--- src/rtl/mem_arbiter.sv ---
// mem_arbiter
//   Shares the single memory bus between the instruction cache and the data
//   cache. One request is forwarded per cycle. The memory's acceptance tag goes
//   back to whichever side was granted. An owner table remembers which cache
//   issued each outstanding load tag, so that returning data reaches the right
//   cache.
//
// Ports
//   clock, reset              rising-edge clock, asynchronous active-high reset
//   Icache2mem_command/addr   icache request (loads only)
//   Dcache2mem_command/addr/data  dcache request (loads and stores)
//   mem2proc_response         memory acceptance tag for this cycle (0 = rejected)
//   mem2proc_data/tag         returning load data and its tag (tag 0 = none)
//   proc2mem_command/addr/data    forwarded request
//   Imem2proc_response/data/tag   icache view of response and returns
//   Dmem2proc_response/data/tag   dcache view of response and returns
//   arb_idle                  high when no load tag is outstanding
//
// Parameter
//   STARVE_LIMIT  consecutive icache-not-accepted cycles (1..15) after which
//                 the icache wins a contested cycle
module mem_arbiter #(
  parameter int STARVE_LIMIT = 4
) (
  input  logic        clock,
  input  logic        reset,
  input  logic [1:0]  Icache2mem_command,
  input  logic [63:0] Icache2mem_addr,
  input  logic [1:0]  Dcache2mem_command,
  input  logic [63:0] Dcache2mem_addr,
  input  logic [63:0] Dcache2mem_data,
  input  logic [3:0]  mem2proc_response,
  input  logic [63:0] mem2proc_data,
  input  logic [3:0]  mem2proc_tag,
  output logic [1:0]  proc2mem_command,
  output logic [63:0] proc2mem_addr,
  output logic [63:0] proc2mem_data,
  output logic [3:0]  Imem2proc_response,
  output logic [63:0] Imem2proc_data,
  output logic [3:0]  Imem2proc_tag,
  output logic [3:0]  Dmem2proc_response,
  output logic [63:0] Dmem2proc_data,
  output logic [3:0]  Dmem2proc_tag,
  output logic        arb_idle
);

  localparam logic [1:0] BUS_LOAD      = 2'd1;
  localparam logic [3:0] STARVE_THRESH = 4'(STARVE_LIMIT);

  typedef enum logic [1:0] {
    GRANT_NONE,
    GRANT_I,
    GRANT_D
  } grant_e;

  // Owner table for tags 1..15; owner bit 1 means the dcache issued the load.
  logic [15:1] r_valid;
  logic [15:1] r_owner;
  logic [3:0]  r_waitCnt;

  grant_e      w_grant;
  logic        w_iReq;
  logic        w_dReq;
  logic [15:0] w_validExt;
  logic [15:0] w_ownerExt;
  logic        w_retHit;
  logic        w_retToD;
  logic        w_capture;

  assign w_iReq = (Icache2mem_command != 2'd0);
  assign w_dReq = (Dcache2mem_command != 2'd0);

  // Tag 0 means "no tag"; padding bit 0 with zero makes a lookup of tag 0
  // always miss without a separate compare.
  assign w_validExt = {r_valid, 1'b0};
  assign w_ownerExt = {r_owner, 1'b0};

  assign w_retHit  = w_validExt[mem2proc_tag];
  assign w_retToD  = w_retHit && w_ownerExt[mem2proc_tag];
  assign w_capture = (mem2proc_response != 4'd0) && (proc2mem_command == BUS_LOAD);

  assign arb_idle = ~|r_valid;

  // The dcache wins contested cycles unless the icache has been waiting long
  // enough to be considered starved.
  always_comb begin
    w_grant = GRANT_NONE;
    if (w_iReq && w_dReq) begin
      w_grant = (r_waitCnt >= STARVE_THRESH) ? GRANT_I : GRANT_D;
    end else if (w_iReq) begin
      w_grant = GRANT_I;
    end else if (w_dReq) begin
      w_grant = GRANT_D;
    end
  end

  // Forward the granted request and steer the acceptance tag back to it.
  always_comb begin
    proc2mem_command   = 2'd0;
    proc2mem_addr      = 64'd0;
    proc2mem_data      = 64'd0;
    Imem2proc_response = 4'd0;
    Dmem2proc_response = 4'd0;
    case (w_grant)
      GRANT_I: begin
        proc2mem_command   = Icache2mem_command;
        proc2mem_addr      = Icache2mem_addr;
        Imem2proc_response = mem2proc_response;
      end
      GRANT_D: begin
        proc2mem_command   = Dcache2mem_command;
        proc2mem_addr      = Dcache2mem_addr;
        proc2mem_data      = Dcache2mem_data;
        Dmem2proc_response = mem2proc_response;
      end
      default: ;
    endcase
  end

  // Returns are looked up in the table as it stood before this edge, so a
  // stray tag never reaches either cache.
  always_comb begin
    Imem2proc_tag  = 4'd0;
    Imem2proc_data = 64'd0;
    Dmem2proc_tag  = 4'd0;
    Dmem2proc_data = 64'd0;
    if (w_retHit) begin
      if (w_retToD) begin
        Dmem2proc_tag  = mem2proc_tag;
        Dmem2proc_data = mem2proc_data;
      end else begin
        Imem2proc_tag  = mem2proc_tag;
        Imem2proc_data = mem2proc_data;
      end
    end
  end

  // Table and starvation counter. The capture is written after the return
  // clear so that a same-tag capture leaves the entry valid.
  always_ff @(posedge clock or posedge reset) begin
    if (reset) begin
      r_valid   <= '0;
      r_owner   <= '0;
      r_waitCnt <= 4'd0;
    end else begin
      if (w_retHit) begin
        r_valid[mem2proc_tag] <= 1'b0;
      end
      if (w_capture) begin
        r_valid[mem2proc_response] <= 1'b1;
        r_owner[mem2proc_response] <= (w_grant == GRANT_D);
      end
      if (!w_iReq || ((w_grant == GRANT_I) && (mem2proc_response != 4'd0))) begin
        r_waitCnt <= 4'd0;
      end else if (r_waitCnt != 4'd15) begin
        r_waitCnt <= r_waitCnt + 4'd1;
      end
    end
  end

endmodule

--- config.mk ---
export PLATFORM = sky130hd
export DESIGN_NAME = mem_arbiter
export DESIGN_NICKNAME = d
export VERILOG_FILES = /design/src/rtl/mem_arbiter.sv
export SDC_FILE = /design/constraint.sdc
export NUM_CORES = 1
export LEC_CHECK = 0
export CAP_MARGIN = 20
export CORE_AREA = 2 2 213 215
export DETAILED_ROUTE_END_ITERATION = 8
export DIE_AREA = 0 0 215 217
export PLACE_DENSITY_LB_ADDON = 0.3
export RECOVER_POWER = 50
export SYNTH_ARGS = -nofsm -noshare
export SYNTH_HDL_FRONTEND = slang
export SYNTH_SLANG_ARGS = --single-unit
--- constraint.sdc ---
create_clock -name clock -period 2.2 [get_ports clock]
set_input_delay 0.22 -clock clock [delete_from_list [all_inputs] [get_ports clock]]
set_output_delay 0.22 -clock clock [all_outputs]
set_load 0.01 [all_outputs]
# --- Word level (Yosys, flattened, before mapping) ---
# Cells that the tools add are included.
# W data, S select, Z words.
word_totals:
  ff_bits: 34
  input_bits: 270
  word_cells: 60
classes:
  addsub: 1
  n_mux: 30
  reduce_logical: 14
  bitwise_logic: 3
  magnitude_cmp: 5
  n_eq_ne: 4
op_table:
  columns: ["op", "count"]
  rows:
  - ["$mux W64", 5]
  - ["$pmux W64 S2", 1]
  - ["$mux W4", 8]
  - ["$mux W15", 2]
  - ["$and A15 B15 Y15", 1]
  - ["$bwmux W15", 1]
  - ["$not A15 Y15", 1]
  - ["$or A15 B15 Y15", 1]
  - ["$reduce_or A15 Y1", 1]
  - ["$lt A4 B5 Y1 const B", 2]
  - ["$bmux W1 S4", 2]
  - ["$demux W1 S4", 2]
  - ["$ge A4 B1 Y1 const B", 2]
  - ["$mux W2", 4]
  - ["$logic_and A1 B1 Y1", 6]
  - ["$reduce_bool A2 Y1", 3]
  - ["$add A4 B1 Y4 const B", 1]
  - ["$eq A2 B1 Y1 const B", 2]
  - ["$ge A4 B3 Y1 const B", 1]
  - ["$mux W1", 4]
  - ["$ne A4 B4 Y1 const B", 1]
  - ["$pmux W2 S2", 1]
  - ["$reduce_bool A4 Y1", 1]
  - ["$eq A2 B2 Y1 const B", 1]
  - ["2 further kinds", 3]

# --- Depth between registers and ports, before layout ---
# Gate-level depths: netlist (run 1).
depth:
  word_depth: 9
  mapped_depth: 8
  mapped_depth_nobuf: 4

# --- Worst setup path after synthesis (run 1) ---
# Ideal clock, no wire load.
synth_path:
  path_kind: "register to register"
  startpoint: "register r_waitCnt[3]"
  endpoint: "register r_owner[8] in the netlist's numbering"
  setup_ns: 0.125
  required_ns: 2.075
  path_stages_with_launch: 7
  arrival_ns: 1.869
  synth_period_minus_slack_ns: 1.994
  path_slack_ns: 0.206
  n_path_buf: 2
  cell_sequence: "dfrtp_1 buf_2 or3b_1 a311o_1 buf_6 nand3b_1 mux2_2"
synth_between:
  elab_chain_len: 7
  word_cells_on_any_way: 9
synth_lines:
  columns: ["element", "line_no", "source"]
  rows:
  - ["start, declared", "59", "logic [3:0] r_waitCnt;"]
  - ["start signal, assigned", "156", "r_waitCnt <= r_waitCnt + 4'd1;"]
  - ["$ge A4 B3 Y1 (*)", "89", "w_grant = (r_waitCnt >= STARVE_THRESH) ? GRANT_I : GRANT_D;"]
  - ["$mux W2 (*)", "89", null]
  - ["$mux W2 (*)", "88", "if (w_iReq && w_dReq) begin"]
  - ["$eq A2 B2 Y1 or $eq A2 B1 Y1 (tied branches)", "104, 151", null]
  - ["$pmux W2 S2", "104", "case (w_grant)"]
  - ["$eq A2 B1 Y1", "80", "assign w_capture = (mem2proc_response != 4'd0) && (proc2mem_command == BUS_LOAD);"]
  - ["$logic_and A1 B1 Y1", "80", null]
  - ["end signal, assigned by index", "151", "r_owner[mem2proc_response] <= (w_grant == GRANT_D);"]
  - ["end, declared", "58", "logic [15:1] r_owner;"]
# Mark *: on every way between the ends. The rest lies on a longest branch, timed or not.
# A chain may end at the register's enable or synchronous reset.

# --- Worst setup path after layout (run 1) ---
layout_path:
  startpoint: "register r_owner[15] in the netlist's numbering"
  endpoint: "output Dmem2proc_data[51]"
layout_between:
  elab_chain_len: 5
layout_lines:
  columns: ["element", "line_no", "source"]
  rows:
  - ["$bmux W1 S4", "79", "assign w_retToD = w_retHit && w_ownerExt[mem2proc_tag];"]
  - ["$mux W1 (not written as such)", "79", null]
  - ["$logic_and A1 B1 Y1", "79", null]
  - ["$mux W64", "128", "if (w_retToD) begin"]
  - ["$mux W64", "127", "if (w_retHit) begin"]
  - ["end, declared", "42", "output logic [63:0] Dmem2proc_data,"]
# No other way between the ends. The select of a mux whose other input is x is not followed.

==> results of run 1 <==
per-layer routing:
metal	GRT usage, %	up-vias
met1	15.6	3262
met2	30.1	346
met5	0	-
met4	5.38	12
met3	4.40	64
li1	-	3222
layout make-up:
type / count / share of cell area, %
clock inverters: 2 / 0.0775
well taps: 600 / 5.81
repair buffers: 701 / 58.3
flip-flops and latches: 34 / 6.58
inverters: 6 / 0.174
diodes: 3 / 0.0581
clock buffers: 5 / 0.968
multi-input cells: 424 / 28.1
timing repair:
| item | 4_1_cts | 5_1_grt |
|---|---|---|
| pin swaps | 59 | 35 |
| setup endpoints to repair | 258 | 212 |
| buffers inserted | 33 | 7 |
| gates cloned | 25 | 4 |
| resized for setup | 857 | 188 |
registers in the layout, indices dropped and copies added (netlist names):
signal	cells
r_valid	15
r_waitCnt	4
r_owner	15
layout by cell type (no fill, tap or decap), types with 6 or more instances in the layout:
cell type / synthesis / routed
clkdlybuf4s50_1: 0 / 263
buf_6: 19 / 125
and3_4: 0 / 113
buf_4: 0 / 98
and2_1: 73 / 73
dlygate4sd2_1: 0 / 64
a22o_1: 64 / 61
dfrtp_1: 34 / 34
nand2_1: 29 / 29
dlymetal6s2s_1: 0 / 26
buf_12: 0 / 26
buf_16: 0 / 24
buf_2: 10 / 23
clkdlybuf4s15_1: 0 / 22
nor2_1: 28 / 21
mux2_2: 19 / 19
and3_1: 130 / 17
o21ai_0: 14 / 14
clkbuf_2: 0 / 13
clkbuf_16: 0 / 9
nand2b_1: 8 / 8
inv_1: 6 / 6
critical path: stages, from the launching register on:
cell and delay [ns]:
dfrtp_1 0.38, mux4_2 0.51, a22oi_4 0.19, buf_6 0.13, o31ai_4 0.06, buf_12 0.16, buf_6 0.12, buf_6 0.10
and3_4 0.16, buf_6 0.11
final timing paths:
kind	cells after the start	slack, ns	endpoint	startpoint
setup reg to reg	5	0	r_owner[8]$_DFFE_PP0P_	r_waitCnt[3]$_DFFE_PP0P_
hold / removal	5	0.47	r_valid[12]$_DFF_PP0_	mem2proc_tag[0]
max in group asynchronous	3	0.99	r_valid[8]$_DFF_PP0_	reset
setup / recovery	9	-0.23	Dmem2proc_data[51]	r_owner[15]$_DFFE_PP0P_
hold reg to reg	1	0.50	r_owner[6]$_DFFE_PP0P_	r_owner[6]$_DFFE_PP0P_
min in group asynchronous	3	0.65	r_waitCnt[2]$_DFFE_PP0P_	reset
cells by family (layout without fill, tap and decap cells):
logic type                 Yosys count  after routing
muxes                               28             28
DFF                                 34             34
buffers and inverters               68            714
and+or+nand+nor                    296            296
other                                0              3
adders and majority gates            1              1
xor gates and xnor gates             1              1
AOI/OAI and AO/OA                   98             98
through the flow:
| step | hold slack, ns | TNS [ns] | area, sq um | setup WS, ns | cells |
|---|---|---|---|---|---|
| after CTS | 0.382 | -36.21 | 12100 | -0.271 | 1763 |
| final | 0.465 | -28.60 | 12900 | -0.235 | 1775 |
| after global routing | 0.493 | -52.87 | 12900 | -0.296 | 1772 |
| after floorplan | 0.362 | 0 | 4190 | 0.206 | 526 |
| after global placement | 0.488 | -136.94 | 10900 | -0.922 | 1701 |
| after detailed placement | 0.491 | -140.36 | 10900 | -0.948 | 1701 |
where the power goes:
group / internal, mW / total (mW) / switching, mW
registers: 0.846 / 0.981 / 0.135
logic: 3.79 / 6.59 / 2.80
clock network: 0.408 / 0.663 / 0.255
==> results.yml, run 1 <==
setup_path:
  crit_arrival_ns: 2.21
  path_max_fanout: 7
  path_class: "reg -> out"
  crit_required_ns: 1.98
  crit_path_start_kind: "flip-flop"
  crit_path_end_kind: "output port"
clocking:
  cts_hold_buffers: 0
  clk_pin_slew_ns: 0.05
  cts-root-buf: "clkbuf_16"
  cts.sinks: 34
  cts_buffers: 5
  htree_levels: 2
  cts_tree: "built"
  clockBufferDepth: 2
  clkLatencyLatePin_ns: 0.28
yosys:
  synth_enable_flop_cells: 0
  ys_async_sr_fraction_pct: 100
  muxShareOfSynthArea_pct: 8.78
  synthAdderAreaFrac_pct: 0.299
  synth_warnings: 0
  synth_top_cell_area_share_pct: 20.3
  avgSynthCellArea_sq_um: 7.97
  ys.flop_type: "dfrtp_1"
  ys_top_cells_by_count: "130 x and3_1, 73 x and2_1, 64 x a22o_1"
  yosysUniqueCellTypes: 46
  synth_top_family_by_area: "simple AND/OR/NAND/NOR gates"
  syn_nets: 797
  synth_area_leader_cell: "dfrtp_1"
  yosys.area_share.simple_pct: 40.8
  synth_xor_xnor_area_share_pct: 0.209
  yosysSeqAreaShare_pct: 20.3
  synth_compound_area_share_pct: 19.8
  synthCells: 526
  yosysMostFrequentCell: "and3_1"
  ys_top_cells_by_area: "dfrtp_1 20%, and3_1 19%, a22o_1 13%"
  synth.cell_area_sq_mm: 0.00419
  ys_ff_latch: 34
global_route:
  grt_overflow: 0
  grt_start_max_net_pins: 35
  grt_pass1_vias: 7093
  grt_pass1_wl_um: 51900
  antenna_found_initial: 11
  grtUsageTotal_pct: 15.5
route:
  drt_pre_antenna_iters: 4
  ant_nets: 0
  drc: 0
  wl_met1_um: 13700
  route.vias.total: 6906
  drt_wl_total_um: 39200
  routed-wl-met2_um: 20600
  wl_per_cell_um: 22.1
  wl_met3_um: 3090
  viasPerCell: 3.89
  highest_layer: "met5"
  drt_iter0_markers: 183
pwr:
  power.total_mw: 8.24
  max-vdd-ir-drop_uv: 249
  pwr_density_cell_mw_per_mm2: 637
  p_leak_nw: 6.00
flow_run:
  cap_viol_max_count: 0
timing:
  setup-violations-final: 221
  finalMaxSlewViolations: 0
  clock.fmax_mhz: 411
  skew_ns: 0.00397
  hold_violations: 0
  period_share_pct: 111
  grt_setup_unrepaired: "yes"
  fin_ws_ns: -0.235
  slew_headroom_pct: 41.5
  min_period_ns: 2.43
  worst_slew_pin_slew_ns: 0.878
floorplanning:
  dieArea_sq_mm: 0.0467
  fp.dieH_um: 217
  pin_count: 545
  fp.dieW_um: 215
  core_area_sq_mm: 0.0447
  initial_utilization_pct: 9.37
  std_cell_rows: 78
worst_hold_path:
  hp-class: "in -> reg"
cells_and_area:
  syn_to_final_growth_pct: 208
  n_fill_cell: 4816
  drive_above_1_share_pct: 41.7
  final_core_util_pct: 28.9
  multi_input_comb_area_sq_mm: 0.00363
  ff_latch_area_sq_um: 851
  fin_nets: 1443
placed_design:
  place_congestion: 0.898
  dp_hpwl_um: 30700
  io_buffer_count: 544
status:
  status: "complete, but fails checks"
  violations: "setup timing"
No activity file was read; power rests on OpenSTA's default activity.
==> inputs of run 2 (changes only) <==
Settings changed: CORE_AREA 2 2 213 215 to 2 2 209 211, DIE_AREA 0 0 215 217 to 0 0 211 213.
Clock period 2.2 ns to 2.1 ns, I/O delays scaled along.
==> results.yml, run 2 (synthesized netlist as in run 1, its figures left out) <==
status:
  status: "complete, but fails checks"
  violations: "setup timing"
floorplanning:
  fp.dieH_um: 213
  dieArea_sq_mm: 0.0449
  initial_utilization_pct: 9.81
  fp.dieW_um: 211
  core_area_sq_mm: 0.0427
  std_cell_rows: 76
  pin_count: 545
placed_design:
  dp_hpwl_um: 31300
  place_congestion: 0.877
  io_buffer_count: 544
  pre_cts_slack_ns: -1.04
global_route:
  grt_pass1_vias: 6880
  grt_overflow: 0
  grt_pass1_wl_um: 51300
  antenna_found_initial: 19
  grtUsageTotal_pct: 16.0
  grt_start_max_net_pins: 82
route:
  ant_nets: 0
  drt_iter0_markers: 277
  route.vias.total: 7320
  drt_pre_antenna_iters: 4
  drt_wl_total_um: 40600
  wl_per_cell_um: 22.8
  viasPerCell: 4.11
  drc: 0
clocking:
  clkLatencyLatePin_ns: 0.28
  clk_pin_slew_ns: 0.05
  cts_tree: "built"
  cts-root-buf: "clkbuf_16"
  htree_levels: 2
  cts.sinks: 34
  cts_buffers: 5
  clockBufferDepth: 2
pwr:
  pwr_density_cell_mw_per_mm2: 707
  max-vdd-ir-drop_uv: 291
  p_leak_nw: 6.17
cells_and_area:
  final_common_cell: "clkdlybuf4s50_1"
  n_fill_cell: 4555
  final_core_util_pct: 30.1
  syn_to_final_growth_pct: 207
  fin_nets: 1505
  layout_common_cells: "260 x clkdlybuf4s50_1, 163 x buf_6, 127 x buf_4"
  top_regs: "r_owner x15, r_valid x15, r_waitCnt x4"
  drive_above_1_share_pct: 52.8
timing:
  finalMaxSlewViolations: 0
  setup-violations-final: 267
  clock.fmax_mhz: 412
  slew_headroom_pct: 41.7
  skew_ns: 0.00288
  hold_violations: 0
  min_period_ns: 2.43
  period_share_pct: 116
  worst_slew_pin_slew_ns: 0.875
  grt_setup_unrepaired: "yes"
  fin_ws_ns: -0.330
  fin_hold_ws_ns: 0.505
setup_path:
  crit_path_start_kind: "flip-flop"
  reg2reg_from: "r_waitCnt[3]$_DFFE_PP0P_"
  rr_worst_depth: 8
  critPathLaunch: "r_owner[10]$_DFFE_PP0P_"
  path_class: "reg -> out"
  r2r_end: "r_owner[15]$_DFFE_PP0P_"
  crit_required_ns: 1.89
  path_max_fanout: 8
  crit_arrival_ns: 2.22
  crit_end: "Dmem2proc_data[13]"
  r2r_slack_ns: -0.14
  crit_path_end_kind: "output port"
worst_hold_path:
  hp-class: "reg -> reg"
flow_run:
  cap_viol_max_count: 0
-- run 2: cell types whose count changed in the layout (fill, tap and decap cells not counted), sizes merged, moves of 2 or more --
| cell | delta |
|---|---|
| clkdlybuf4s15 | -3 |
| clkinv | -2 |
| dlygate4sd2 | -56 |
| o2bb2ai | +2 |
| clkbuf | +7 |
| dlymetal6s2s | -23 |
| bufbuf | -2 |
| buf | +141 |
| clkdlybuf4s50 | -3 |
-- run 2: repair_timing --
item | in CTS | in global routing
gates cloned | 12 | 20
pin swaps | 26 | 59
endpoints found under the setup margin | 267 | 283
hold buffers | 0 | 0
setup buffers | 46 | 57
gates resized for setup | 971 | 407
-- run 2: final cells by class --
cell class / count / area (sq um) / share of cell area, %
inverters: 6 / 22.5 / 0.175
clock inverters: 1 / 30.0 / 0.233
well taps: 546 / 683 / 5.31
multi-input cells: 426 / 3740 / 29.1
diodes: 2 / 5.00 / 0.0389
flip-flops and latches: 34 / 851 / 6.61
repair buffers: 761 / 7390 / 57.5
clock buffers: 6 / 139 / 1.08
-- run 2: routing by layer --
metal	vias to the layer above	wire length, um	track usage, %
li1	3347	-	-
met1	3507	14200	16.0
met2	370	22300	32.8
met3	78	2790	4.03
met4	18	1220	3.33
met5	-	114	0
-- run 2: worst max-delay path, cell delays in order (launching register included) --
cell       delay, ns
dfrtp_1         0.38
mux4_2          0.49
a22oi_4         0.23
buf_6           0.13
o31ai_4         0.07
buf_8           0.16
clkbuf_16       0.17
and3_1          0.16
buf_2           0.14
-- run 2: per-stage QoR --
step | area [sq um] | power (mW) | cells | setup TNS (ns)
final | 12900 | 9.10 | 1782 | -47.47
after global routing | 12900 | 9.57 | 1781 | -66.80
after CTS | 11400 | 7.95 | 1716 | -58.37
after detailed placement | 10900 | 6.49 | 1652 | -177.63
after global placement | 10900 | 6.46 | 1652 | -176.71
after floorplan | 4190 | 3.23 | 526 | 0
-- run 2: worst min path at each step --
stage | start | cells past startpoint | slack (ns) | endpoint
detailed placement | r_owner[6]$_DFFE_PP0P_ | 1 | 0.49 | r_owner[6]$_DFFE_PP0P_
global route | r_owner[11]$_DFFE_PP0P_ | 1 | 0.53 | r_owner[11]$_DFFE_PP0P_
global placement | r_owner[4]$_DFFE_PP0P_ | 1 | 0.49 | r_owner[4]$_DFFE_PP0P_
CTS | reset | 3 | 0.37 | r_waitCnt[3]$_DFFE_PP0P_
floorplan | reset | 1 | 0.35 | r_owner[10]$_DFFE_PP0P_
finish | r_owner[11]$_DFFE_PP0P_ | 1 | 0.51 | r_owner[11]$_DFFE_PP0P_
-- run 2: power breakdown --
group	switching [mW]	internal [mW]	leakage, nW
clock network	0.267	0.585	0.0830
logic	3.08	4.12	5.67
registers	0.165	0.887	0.419
==> inputs of run 3 (changes only) <==
Settings changed: CORE_AREA 2 2 209 211 to 2 2 212 214, DIE_AREA 0 0 211 213 to 0 0 214 216.
Clock period 2.1 ns to 3 ns, I/O delays scaled along.
==> results.yml, run 3 (synthesized netlist as in run 1, its figures left out) <==
status:
  status: "complete, but fails checks"
  violations: "capacitance limit, slew limit"
timing:
  slew_headroom_pct: -28.1
  skew_ns: 0.00383
  grt_setup_unrepaired: "no"
  setup-violations-final: 0
  clock.fmax_mhz: 343
  fin_ws_ns: 0.0876
  hold_violations: 0
  worst_slew_pin_slew_ns: 1.92
  finalMaxSlewViolations: 35
  period_share_pct: 97.1
  min_period_ns: 2.91
placed_design:
  place_congestion: 0.868
  pre_cts_slack_ns: -0.353
  io_buffer_count: 544
  dp_cells: 1642
  dp_hpwl_um: 30600
clocking:
  clockBufferDepth: 2
  clkLatencyLatePin_ns: 0.28
  htree_levels: 2
  cts_tree: "built"
  cts_hold_buffers: 0
  clk_pin_slew_ns: 0.05
  cts-root-buf: "clkbuf_16"
  cts_buffers: 5
  cts.sinks: 34
route:
  drt_pre_antenna_iters: 4
  drt_iter0_markers: 329
  route.vias.total: 6413
  drc: 0
  wl_per_cell_um: 21.2
  drt_wl_total_um: 35300
  ant_nets: 0
  viasPerCell: 3.85
setup_path:
  crit_path_end_kind: "output port"
  crit_required_ns: 2.70
  crit_path_start_kind: "input pin"
  path_max_fanout: 11
  path_class: "in -> out"
  crit_arrival_ns: 2.61
global_route:
  grt_pass1_vias: 6251
  grtUsageTotal_pct: 14.3
  use_met2_pct: 29.8
  antenna_found_initial: 13
  grtUsageMet3_pct: 4.09
  grt_start_max_net_pins: 72
  grt_pass1_wl_um: 47600
  use_met1_pct: 13.6
  grt_overflow: 0
  grt_most_used_layer: "met2"
cells_and_area:
  layout.cells.non_filler: 1667
  drive_above_1_share_pct: 9.80
  fin_nets: 1342
  layout_common_cells: "354 x clkdlybuf4s50_1, 130 x and3_1, 91 x dlygate4sd2_1"
  syn_to_final_growth_pct: 158
  final_core_util_pct: 24.7
  final_common_cell: "clkdlybuf4s50_1"
  top_regs: "r_owner x15, r_valid x15, r_waitCnt x4"
pwr:
  max-vdd-ir-drop_uv: 189
  pwr_density_cell_mw_per_mm2: 460
  p_leak_nw: 5.22
floorplanning:
  core_area_sq_mm: 0.0438
  fp.dieH_um: 216
  initial_utilization_pct: 9.56
  dieArea_sq_mm: 0.0462
  fp.dieW_um: 214
  std_cell_rows: 77
  pin_count: 545
worst_hold_path:
  hp-class: "reg -> reg"
flow_run:
  cap_viol_max_count: 1
run 3: changes by cell type in the layout (fill, tap and decap cells not counted), sizes merged, moves of 16 or more:
cell           delta
clkdlybuf4s50    +94
buf             -380
dlygate4sd3      +55
clkbuf           -23
dlygate4sd2      +83
clkdlybuf4s25    +16
clkdlybuf4s15    -16
run 3: layer usage:
metal | vias to the layer above | wire length [um]
met5 | - | 108
met4 | 16 | 592
met3 | 38 | 2760
met2 | 317 | 20100
met1 | 3032 | 11700
li1 | 3010 | -
run 3: cell type report:
| cell class | instances | area [sq um] |
|---|---|---|
| Antenna cell | 4 | 10.0 |
| Clock buffer | 6 | 139 |
| Clock inverter | 1 | 30.0 |
| Fill cell | 4813 | 33000 |
| Inverter | 6 | 22.5 |
| Multi-Input combinational cell | 424 | 2980 |
| Sequential cell | 34 | 851 |
| Tap cell | 592 | 741 |
| Timing Repair Buffer | 600 | 6040 |
run 3: repair_timing:
item	CTS	global route
endpoints found under the setup margin	134	50
gates resized for setup	101	31
buffers inserted	4	5
gates cloned	5	0
pin swaps	3	1
run 3: worst paths after layout:
check / start / endpoint / slack (ns) / cells after the start
worst max-delay path: mem2proc_tag[1] / Imem2proc_data[42] / 0.09 / 9
worst min-delay path: r_owner[3]$_DFFE_PP0P_ / r_owner[3]$_DFFE_PP0P_ / 0.50 / 1
worst max register to register: r_waitCnt[2]$_DFFE_PP0P_ / r_owner[1]$_DFFE_PP0P_ / 0.70 / 4
worst min register to register: r_owner[3]$_DFFE_PP0P_ / r_owner[3]$_DFFE_PP0P_ / 0.50 / 1
max in group asynchronous: reset / r_owner[3]$_DFFE_PP0P_ / 0.74 / 3
min in group asynchronous: reset / r_waitCnt[2]$_DFFE_PP0P_ / 1.15 / 3
run 3: stage by stage:
stage / power (mW) / instance area (sq um) / hold WS [ns] / TNS [ns]
floorplan: 2.26 / 4190 / 0.442 / 0
global placement: 4.42 / 10500 / 0.487 / -30.36
detailed placement: 4.44 / 10500 / 0.492 / -33.07
CTS: 5.14 / 10800 / 0.446 / 0
global route: 5.26 / 10800 / 0.518 / 0
finish: 4.97 / 10800 / 0.501 / 0
run 3: power by group:
group          total, mW  internal (mW)  switching, mW  leakage (nW)
clock              0.607          0.410          0.197        0.0830
combinational       3.63           1.99           1.64          4.72
sequential         0.736          0.621          0.115         0.419
run 3: critical path, stage by stage:
cell and delay (ns):
clkdlybuf4s50_1 0.48, buf_6 0.14, buf_4 0.11, mux4_2 0.32, a22oi_4 0.20, o31a_4 0.24
buf_16 0.14, and3_1 0.14, clkdlybuf4s50_1 0.52
